File: src/rtl/serial_pkg.sv
// Shared definitions for the serial feeder and the complement shift stage.
package serial_pkg;

    localparam int SER_WIDTH = 4;

    typedef enum logic [0:0] {
        ST_IDLE  = 1'b0,
        ST_SHIFT = 1'b1
    } state_t;

endpackage

File: src/rtl/word_fifo2.sv
// Two-entry word FIFO with wrapping 1-bit pointers and an occupancy count.
module word_fifo2
    import serial_pkg::*;
#(
    parameter int WIDTH = SER_WIDTH
) (
    input  logic             clk,
    input  logic             rst_n,
    input  logic             push,
    input  logic             pop,
    input  logic [WIDTH-1:0] wr_data,
    output logic [WIDTH-1:0] head,
    output logic [1:0]       count,
    output logic             full
);

    logic [WIDTH-1:0] mem [2];
    logic             wr_ptr;
    logic             rd_ptr;
    logic             do_push;
    logic             do_pop;

    // Requests that would overflow or underflow are ignored.
    assign do_push = push && !full;
    assign do_pop  = pop && (count != 2'd0);

    always_ff @(posedge clk or negedge rst_n) begin
        if (!rst_n) begin
            wr_ptr <= 1'b0;
            rd_ptr <= 1'b0;
            count  <= 2'd0;
        end else begin
            if (do_push) wr_ptr <= ~wr_ptr;
            if (do_pop)  rd_ptr <= ~rd_ptr;
            case ({do_push, do_pop})
                2'b10:   count <= count + 2'd1;
                2'b01:   count <= count - 2'd1;
                default: count <= count;
            endcase
        end
    end

    always_ff @(posedge clk) begin
        if (do_push) mem[wr_ptr] <= wr_data;
    end

    assign head = mem[rd_ptr];
    assign full = (count == 2'd2);

endmodule

File: src/rtl/serial_word_feeder.sv
// Buffers parallel words and streams them LSB-first as framed bits with back-pressure.
module serial_word_feeder
    import serial_pkg::*;
#(
    parameter int WIDTH = SER_WIDTH,
    parameter int CNT_W = 8
) (
    input  logic             clk,
    input  logic             rst_n,
    input  logic [WIDTH-1:0] in_data,
    input  logic             in_valid,
    output logic             in_ready,
    output logic             ser_bit,
    output logic             ser_valid,
    output logic             ser_sof,
    output logic             ser_eof,
    input  logic             ser_ready,
    output logic [CNT_W-1:0] words_sent
);

    localparam int IDX_W = $clog2(WIDTH);
    localparam logic [IDX_W-1:0] LAST_IDX = IDX_W'(WIDTH - 1);

    state_t           state;
    logic [WIDTH-1:0] sh;
    logic [IDX_W-1:0] bit_idx;
    logic [WIDTH-1:0] head;
    logic [1:0]       count;
    logic             full;
    logic             push;
    logic             pop;
    logic             shifting;
    logic             take;
    logic             last_bit;

    assign in_ready = !full;
    assign push     = in_valid && in_ready;
    assign shifting = (state == ST_SHIFT);
    assign take     = shifting && ser_ready;
    assign last_bit = (bit_idx == LAST_IDX);
    // Refill either from idle or on the edge that retires the eof bit, so words abut.
    assign pop      = (count != 2'd0) && (!shifting || (take && last_bit));

    word_fifo2 #(.WIDTH(WIDTH)) u_fifo (
        .clk     (clk),
        .rst_n   (rst_n),
        .push    (push),
        .pop     (pop),
        .wr_data (in_data),
        .head    (head),
        .count   (count),
        .full    (full)
    );

    always_ff @(posedge clk or negedge rst_n) begin
        if (!rst_n) begin
            state      <= ST_IDLE;
            bit_idx    <= '0;
            words_sent <= '0;
        end else begin
            if (pop) begin
                state   <= ST_SHIFT;
                bit_idx <= '0;
            end else if (take) begin
                if (last_bit) state <= ST_IDLE;
                else          bit_idx <= bit_idx + 1'b1;
            end
            if (take && last_bit) words_sent <= words_sent + 1'b1;
        end
    end

    // Shift register holds data only; outputs are gated by state so it needs no reset.
    always_ff @(posedge clk) begin
        if (pop)                    sh <= head;
        else if (take && !last_bit) sh <= sh >> 1;
    end

    assign ser_valid = shifting;
    assign ser_bit   = shifting && sh[0];
    assign ser_sof   = shifting && (bit_idx == '0);
    assign ser_eof   = shifting && last_bit;

endmodule

File: config.mk
export PLATFORM = sky130hd
export DESIGN_NAME = serial_word_feeder
export DESIGN_NICKNAME = d
export VERILOG_FILES = /design/src/rtl/serial_pkg.sv /design/src/rtl/word_fifo2.sv /design/src/rtl/serial_word_feeder.sv
export SDC_FILE = /design/constraint.sdc
export NUM_CORES = 1
export LEC_CHECK = 0
export CELL_PAD_IN_SITES_DETAIL_PLACEMENT = 1
export CELL_PAD_IN_SITES_GLOBAL_PLACEMENT = 1
export CORE_ASPECT_RATIO = 1.4
export CORE_MARGIN = 10
export CORE_UTILIZATION = 35
export DETAILED_ROUTE_END_ITERATION = 6
export PLACE_DENSITY = 0.74
export SYNTH_ARGS = -nofsm -noshare
export SYNTH_HDL_FRONTEND = slang
export SYNTH_SLANG_ARGS = --single-unit
File: constraint.sdc
create_clock -name clk -period 4.3 [get_ports clk]
set_input_delay 0.43 -clock clk [delete_from_list [all_inputs] [get_ports clk]]
set_output_delay 0.43 -clock clk [all_outputs]
set_load 0.05 [all_outputs]
==> results.md, run 1 <==
* Outcome: completed
* Startpoint of the lowest-slack hold path: words_sent[7]
* Multiplexer share of the synthesized area at under 10%
* Post-CTS setup buffers at 0
* Diode insertion count for antenna repair at 0
* Adder and majority gate portion of the synthesized area at around 4.1%
* Start-to-end type of the worst setup path: reg2out
* Net count, final at about 120
* Total of flip-flops plus latches after synthesis at 27
* Die Footprint at between 6000 and 7000 um^2
* Final Hold Viols at 0
* Capture endpoint of the worst hold path: words_sent[7]
* Number of pins exceeding their max-slew limit in the final report at 0
* Gr ovfl total at 0
* Clock network latency to the later pin of the worst-skew pair at 0.27 ns
* Number of CTS-inserted buffers at 3
* WL/cell at 14.7 um
* Root buffer selected by CTS: clkbuf_8
* Largest cells by area after synthesis: dfrtp_1 (31%), edfxtp_1 (30%), mux2_2 (6.5%)
* Pin count of the biggest net entering global routing at 17
* Number of core rows at 25
* Final worst-path cycle share at 55.5%
* Post-layout power at between 0.9 and 1 mW
* Clock Skews at between 0.002 and 0.0025 ns
* Proportion of synthesized chip area in sequential cells at about 61%
* Starting DRC count in detailed routing at 15
* First-pass DRT Iterations at 4
* Least-Margin Pin Slew at a little under 0.7 ns
* Fraction of layout instances using a drive strength above 1 at 14.4%
* Area share of the leading cell type in the synthesized netlist at a little under a third
* Number of cells traversed by the worst hold path at 1
* Path category of the worst min-delay check: reg2reg
* Req. time, crit path at 3.87 ns
* Maximum ir drop on the vdd rail at about 360 uV
* DRC viols at 0
* Vias in the first global route at between 800 and 900
* PwrDens at ~670 nW/um^2
* Post-Synthesis Cell Area at between 1000 and 1500 um^2
* Maximum fanout encountered on the critical timing path at 7
* Synth Area in XOR/XNOR at 8.69%
* CTS resizes at 0
* Total clock sinks at 27
* Number of nets with antenna violations after routing at 0
* Critical register-to-register path startpoint: bit_idx[0]
* Number of top-level pins at 21
* Number of distinct standard cells referenced by the synthesized netlist at 27
* Main combinational cell family by area after synthesis: simple AND/OR/NAND/NOR gates
* Headroom to the max-slew limit at between 50% and 60%
* CP max stage cell: clkdlybuf4s50_1
* GRT Total Usage at under 10%
* Ordered cell list for the critical path: ha_1 -> and2_1 -> clkdlybuf4s50_1
* Reg2Reg Capture Point: u_fifo.count[1]
* Register-to-register setup slack at around 2.5 ns
* Cell accounting for the most synthesized area: dfrtp_1
* Achievable clock frequency at 0.419 GHz
* Area share of and/or/nand/nor cells after synthesis at ~15%
* Largest stage delay, worst path at roughly 0.8 ns
* Syn nets at 101
* Via count at around 730
* Number of standard cells after synthesis at 89
* Warnings from Yosys at 0
* Half-perimeter wire length of the detailed placement result at 1730 um
* Data arrival time of the worst path at 1.96 ns
* Initial antenna violation count at 0
* Capturing element type of the critical path: primary output
* Die Span Y at 89.6 um
* Total wire length at between 2000 and 2500 um
* Horizontal extent of the die at 69.7 um
* TritonCTS clock tree: built
* Synth Area in Compound Gates at about 2.6%
* Final critical delay including setup and external delays at between 2 and 2.5 ns
* Category of the worst setup path launch point: register
* # setup viols final at 0
* Hold WS at roughly 0.48 ns
* Wire length of the first global-routing pass at just under 4000 um
* CTS Hold Buffers Added at 0
* Unrepaired setup endpoints after global routing: false
* Area growth syn-to-layout at 24.0%
* Cells on worst reg2reg path at 6
* Number of vias per cell after detailed routing at a little under 5
* Core outline area at between 3000 and 4000 um^2
* CTS clock-pin slew for the worst setup and hold paths at around 0.090 ns
* Placer congestion estimate at ~0.8
* Synthesized area per cell at roughly 14 um^2
* IO Port Bufs at 20
* Max-cap violations at 0
* Number of H-tree levels at 1
* Setup tns final at 0 ns
* Max clock buf depth at 2
* Static leakage at slightly above 0.6 nW
* Effective utilization at floorplan at a little over a third
* Slack of the critical path at around 1.9 ns
* Placement-stage worst setup slack at around 2.1 ns
==> metrics by stage <==
step / util (%) / cells / area, um^2
after global routing: 44.8 / 151 / 1500
final: 44.8 / 151 / 1500
after detailed placement: 43.4 / 147 / 1450
after global placement: 43.4 / 147 / 1450
after CTS: 44.8 / 151 / 1500
after floorplan: - / 89 / 1210
==> synthesized netlist by cell type, drive strengths merged <==
master / number
dfrtp: 15
nand4: 1
ha: 4
xor2: 7
xnor2: 5
inv: 2
buf: 1
and3: 1
nand2: 7
clkbuf: 1
a21oi: 2
nand4b: 1
nor3: 2
mux2: 7
nor4: 1
nand2b: 2
o21ai: 2
and2: 3
nor2b: 1
edfxtp: 12
nand3: 4
mux2i: 1
nor2: 6
and2b: 1
==> state kept, by name, summed over array words and instances, names as in the netlist <==
name	cells
u_fifo.wr_ptr	1
u_fifo.count	2
u_fifo.mem	8
sh	4
u_fifo.rd_ptr	1
words_sent	8
ser_valid	1
bit_idx	2
==> worst max-delay path by stage <==
stage / startpoint / to / slack (ns) / cells past startpoint
after global routing: bit_idx[0] / ser_eof / 1.82 / 3
after global placement: bit_idx[0] / ser_eof / 2.21 / 3
after detailed placement: ser_ready / u_fifo.count[1] / 2.14 / 6
after floorplan: ser_valid / ser_bit / 2.48 / 2
final: bit_idx[0] / ser_eof / 1.91 / 3
after CTS: bit_idx[0] / ser_eof / 1.89 / 3
==> cells in the final DEF (no fill, tap or decap), drive strengths merged <==
| cell type | count |
|---|---|
| clkdlybuf4s50 | 20 |
| dfrtp | 15 |
| edfxtp | 12 |
| mux2 | 7 |
| xor2 | 7 |
| nand2 | 7 |
| nor2 | 6 |
| xnor2 | 5 |
| ha | 4 |
| nand3 | 4 |
| and2 | 3 |
| clkbuf | 3 |
| nand2b | 2 |
| inv | 2 |
| o21ai | 2 |
| nor3 | 2 |
| a21oi | 2 |
| and2b | 1 |
| and3 | 1 |
| nand4 | 1 |
| nor4 | 1 |
| mux2i | 1 |
| nor2b | 1 |
| nand4b | 1 |
| clkinvlp | 1 |
==> critical path: cells and delay by family, from the launching register on <==
kind | cells | cell delay (ns)
adder cells (fa/ha/maj) | 1 | 0.33
buffers and inverters | 1 | 0.80
AND/OR/NAND/NOR | 1 | 0.17
flip-flops | 1 | 0.38
==> kinds of logic (layout without fill, tap and decap cells) <==
logic type,count (synthesis),after routing
simple gates,30,30
flops,27,27
xor+xnor,12,12
mux,8,8
fa+ha+maj,4,4
compound gates,4,4
buf+inv,4,26
==> power breakdown <==
| group | internal [mW] | switching, mW |
|---|---|---|
| sequential | 0.355 | 0.0658 |
| clock | 0.0657 | 0.0781 |
| combinational | 0.175 | 0.259 |
| total | 0.596 | 0.403 |
==> area by class of cell <==
class | count | area (um^2)
Inverter | 2 | 7.51
Multi-Input combinational cell | 58 | 458
Tap cell | 40 | 50.0
Fill cell | 345 | 1850
Clock buffer | 3 | 41.3
Sequential cell | 27 | 736
Timing Repair Buffer | 20 | 200
Clock inverter | 1 | 7.51
==> layer usage <==
metal  vias to the layer above  GRT usage (%)  routed length (um)
met5                         -              0                   0
met4                         0           4.86                  62
met3                         6           2.33                 121
met2                        14           13.3                1140
met1                       357           8.46                 905
li1                        351              -                   -
Note: power is estimated with default switching activity, not from simulation.
==> run 2, diff against run 1 <==
--- a/config.mk
+++ b/config.mk
@@ -11,7 +11,7 @@
 export CORE_MARGIN = 10
 export CORE_UTILIZATION = 35
 export DETAILED_ROUTE_END_ITERATION = 6
-export PLACE_DENSITY = 0.74
+export PLACE_DENSITY = 0.77
 export SYNTH_ARGS = -nofsm -noshare
 export SYNTH_HDL_FRONTEND = slang
 export SYNTH_SLANG_ARGS = --single-unit
==> constraint.sdc (replaced) <==
create_clock -name clk -period 1.94 [get_ports clk]
set_input_delay 0.194 -clock clk [delete_from_list [all_inputs] [get_ports clk]]
set_output_delay 0.194 -clock clk [all_outputs]
set_load 0.05 [all_outputs]
==> results.md, run 2 (same netlist as run 1, synthesis figures left out) <==
* Capturing element type of the critical path: register
* Largest regs: u_fifo.mem: 8 flops, words_sent: 8 flops, sh: 4 flops
* # placed instances at between 100 and 150
* Fraction of layout instances using a drive strength above 1 at 20.4%
* Max-cap violations at 0
* Starting DRC count in detailed routing at 3
* Maximum ir drop on the vdd rail at ~770 uV
* Pin count of the biggest net entering global routing at 16
* Number of pins exceeding their max-slew limit in the final report at 0
* Commonest cells after routing, fill and taps aside: dfrtp_1 (15), clkdlybuf4s50_1 (15), edfxtp_1 (12), mux2_2 (7), xor2_1 (7)
* Post-CTS setup buffers at 0
* Maximum fanout encountered on the critical timing path at 7
* Top Usage Layer GRT: met2
* DRC viols at 0
* Number of CTS-inserted buffers at 3
* Global-route met1 utilization at under 10%
* Non-filler cells in the finished layout at 153
* # setup viols final at 0
* IO Port Bufs at 20
* Via count at 738
* GRT Total Usage at under 10%
* Final critical delay including setup and external delays at approximately 1.8 ns
* Start-to-end type of the worst setup path: reg2reg
* Net count, final at 126
* Total clock sinks at 27
* Least-Margin Pin Slew at approximately 0.7 ns
* Headroom to the max-slew limit at a little over half
* TritonCTS clock tree: built
* CTS resizes at 0
* WL/cell at 14.7 um
* Data arrival time of the worst path at 1.97 ns
* First-pass DRT Iterations at 4
* Post-layout power at roughly 2.2 mW
* Achievable clock frequency at ~0.56 GHz
* PwrDens at 1460 nW/um^2
* Effective utilization at floorplan at between 30 and 40%
* Clock Skews at 0.00126 ns
* Core outline area at ~3300 um^2
* Critical register-to-register path startpoint: bit_idx[0]
* Reg2Reg Capture Point: u_fifo.count[1]
* Number of vias per cell after detailed routing at ~4.8
* Number of H-tree levels at 1
* Global routing met3 resource utilization at under 10%
* Wire length of the first global-routing pass at between 3000 and 4000 um
* Outcome: completed
* Die Span Y at roughly 90 um
* Final worst-path cycle share at 91.3%
* Number of core rows at 25
* Placer congestion estimate at about 0.73
* Horizontal extent of the die at 69.7 um
* Area growth syn-to-layout at 25.0%
* Post-layout utilization of the core at around 45%
* Final Hold Viols at 0
* Path category of the worst min-delay check: in2async
* Vias in the first global route at 829
* Setup tns final at 0 ns
* Total wire length at between 2000 and 2500 um
* Half-perimeter wire length of the detailed placement result at 1730 um
* Req. time, crit path at ~2.1 ns
* Number of nets with antenna violations after routing at 0
* Number of top-level pins at 21
* CTS clock-pin slew for the worst setup and hold paths at roughly 0.090 ns
* Root buffer selected by CTS: clkbuf_8
* Cells on worst reg2reg path at 6
* Static leakage at about 0.64 nW
* Category of the worst setup path launch point: register
* Unrepaired setup endpoints after global routing: false
* Die Footprint at 6240 um^2
* Initial antenna violation count at 0
* Max clock buf depth at 2
* CTS Hold Buffers Added at 0
* Clock network latency to the later pin of the worst-skew pair at 0.26 ns
* Register-to-register setup slack at around 0.17 ns
* Met2 usage in global routing at approximately 14%
* Gr ovfl total at 0
* Diode insertion count for antenna repair at 0
[run 2: cell count changes in the layout (fill, tap and decap cells not counted), sizes merged]
cell	before	now
buf	0	7
clkinvlp	1	0
clkinv	0	1
clkdlybuf4s50	20	15
[run 2: final cells by class]
class | count | area, um^2
flip-flops and latches | 27 | 736
multi-input cells | 58 | 458
fillers | 346 | 1830
clock buffers | 3 | 41.3
repair buffers | 22 | 215
well taps | 40 | 50.0
clock inverters | 1 | 5.00
inverters | 2 | 7.51
[run 2: metrics by stage]
| step | setup slack (ns) | cell area (um^2) | hold slack, ns |
|---|---|---|---|
| final | 0.169 | 1510 | 0.347 |
| after global placement | 0.204 | 1470 | 0.455 |
| after CTS | 0.143 | 1510 | 0.367 |
| after global routing | 0.0249 | 1510 | 0.397 |
| after floorplan | 0.215 | 1210 | -0.102 |
| after detailed placement | 0.137 | 1470 | 0.461 |
[run 2: worst max-delay path: stages, from the launching register on]
cell	delay, ns
dfrtp_1	0.38
ha_1	0.35
nand2_2	0.13
a21oi_4	0.25
ha_1	0.30
nor2_1	0.14
xor2_1	0.15
[run 2: worst max-delay path by stage]
stage | startpoint | to | slack (ns)
6_report | bit_idx[0] | u_fifo.count[1] | 0.17
5_1_grt | bit_idx[0] | u_fifo.count[1] | 0.02
4_1_cts | bit_idx[0] | u_fifo.count[1] | 0.14
3_5_place_dp | ser_ready | u_fifo.count[1] | 0.14
3_3_place_gp | ser_ready | u_fifo.count[1] | 0.20
2_1_floorplan | u_fifo.count[0] | u_fifo.count[1] | 0.21
[run 2: routing by layer]
metal / part of all wire (%) / routed length, um
met1: 37 / 826
met2: 59 / 1340
met3: 2.9 / 66
met4: 0.80 / 18
met5: 0 / 0
[run 2: power by group]
group / internal, mW / switching (mW)
Sequential: 0.788 / 0.143
Combinational: 0.393 / 0.574
Clock: 0.143 / 0.164
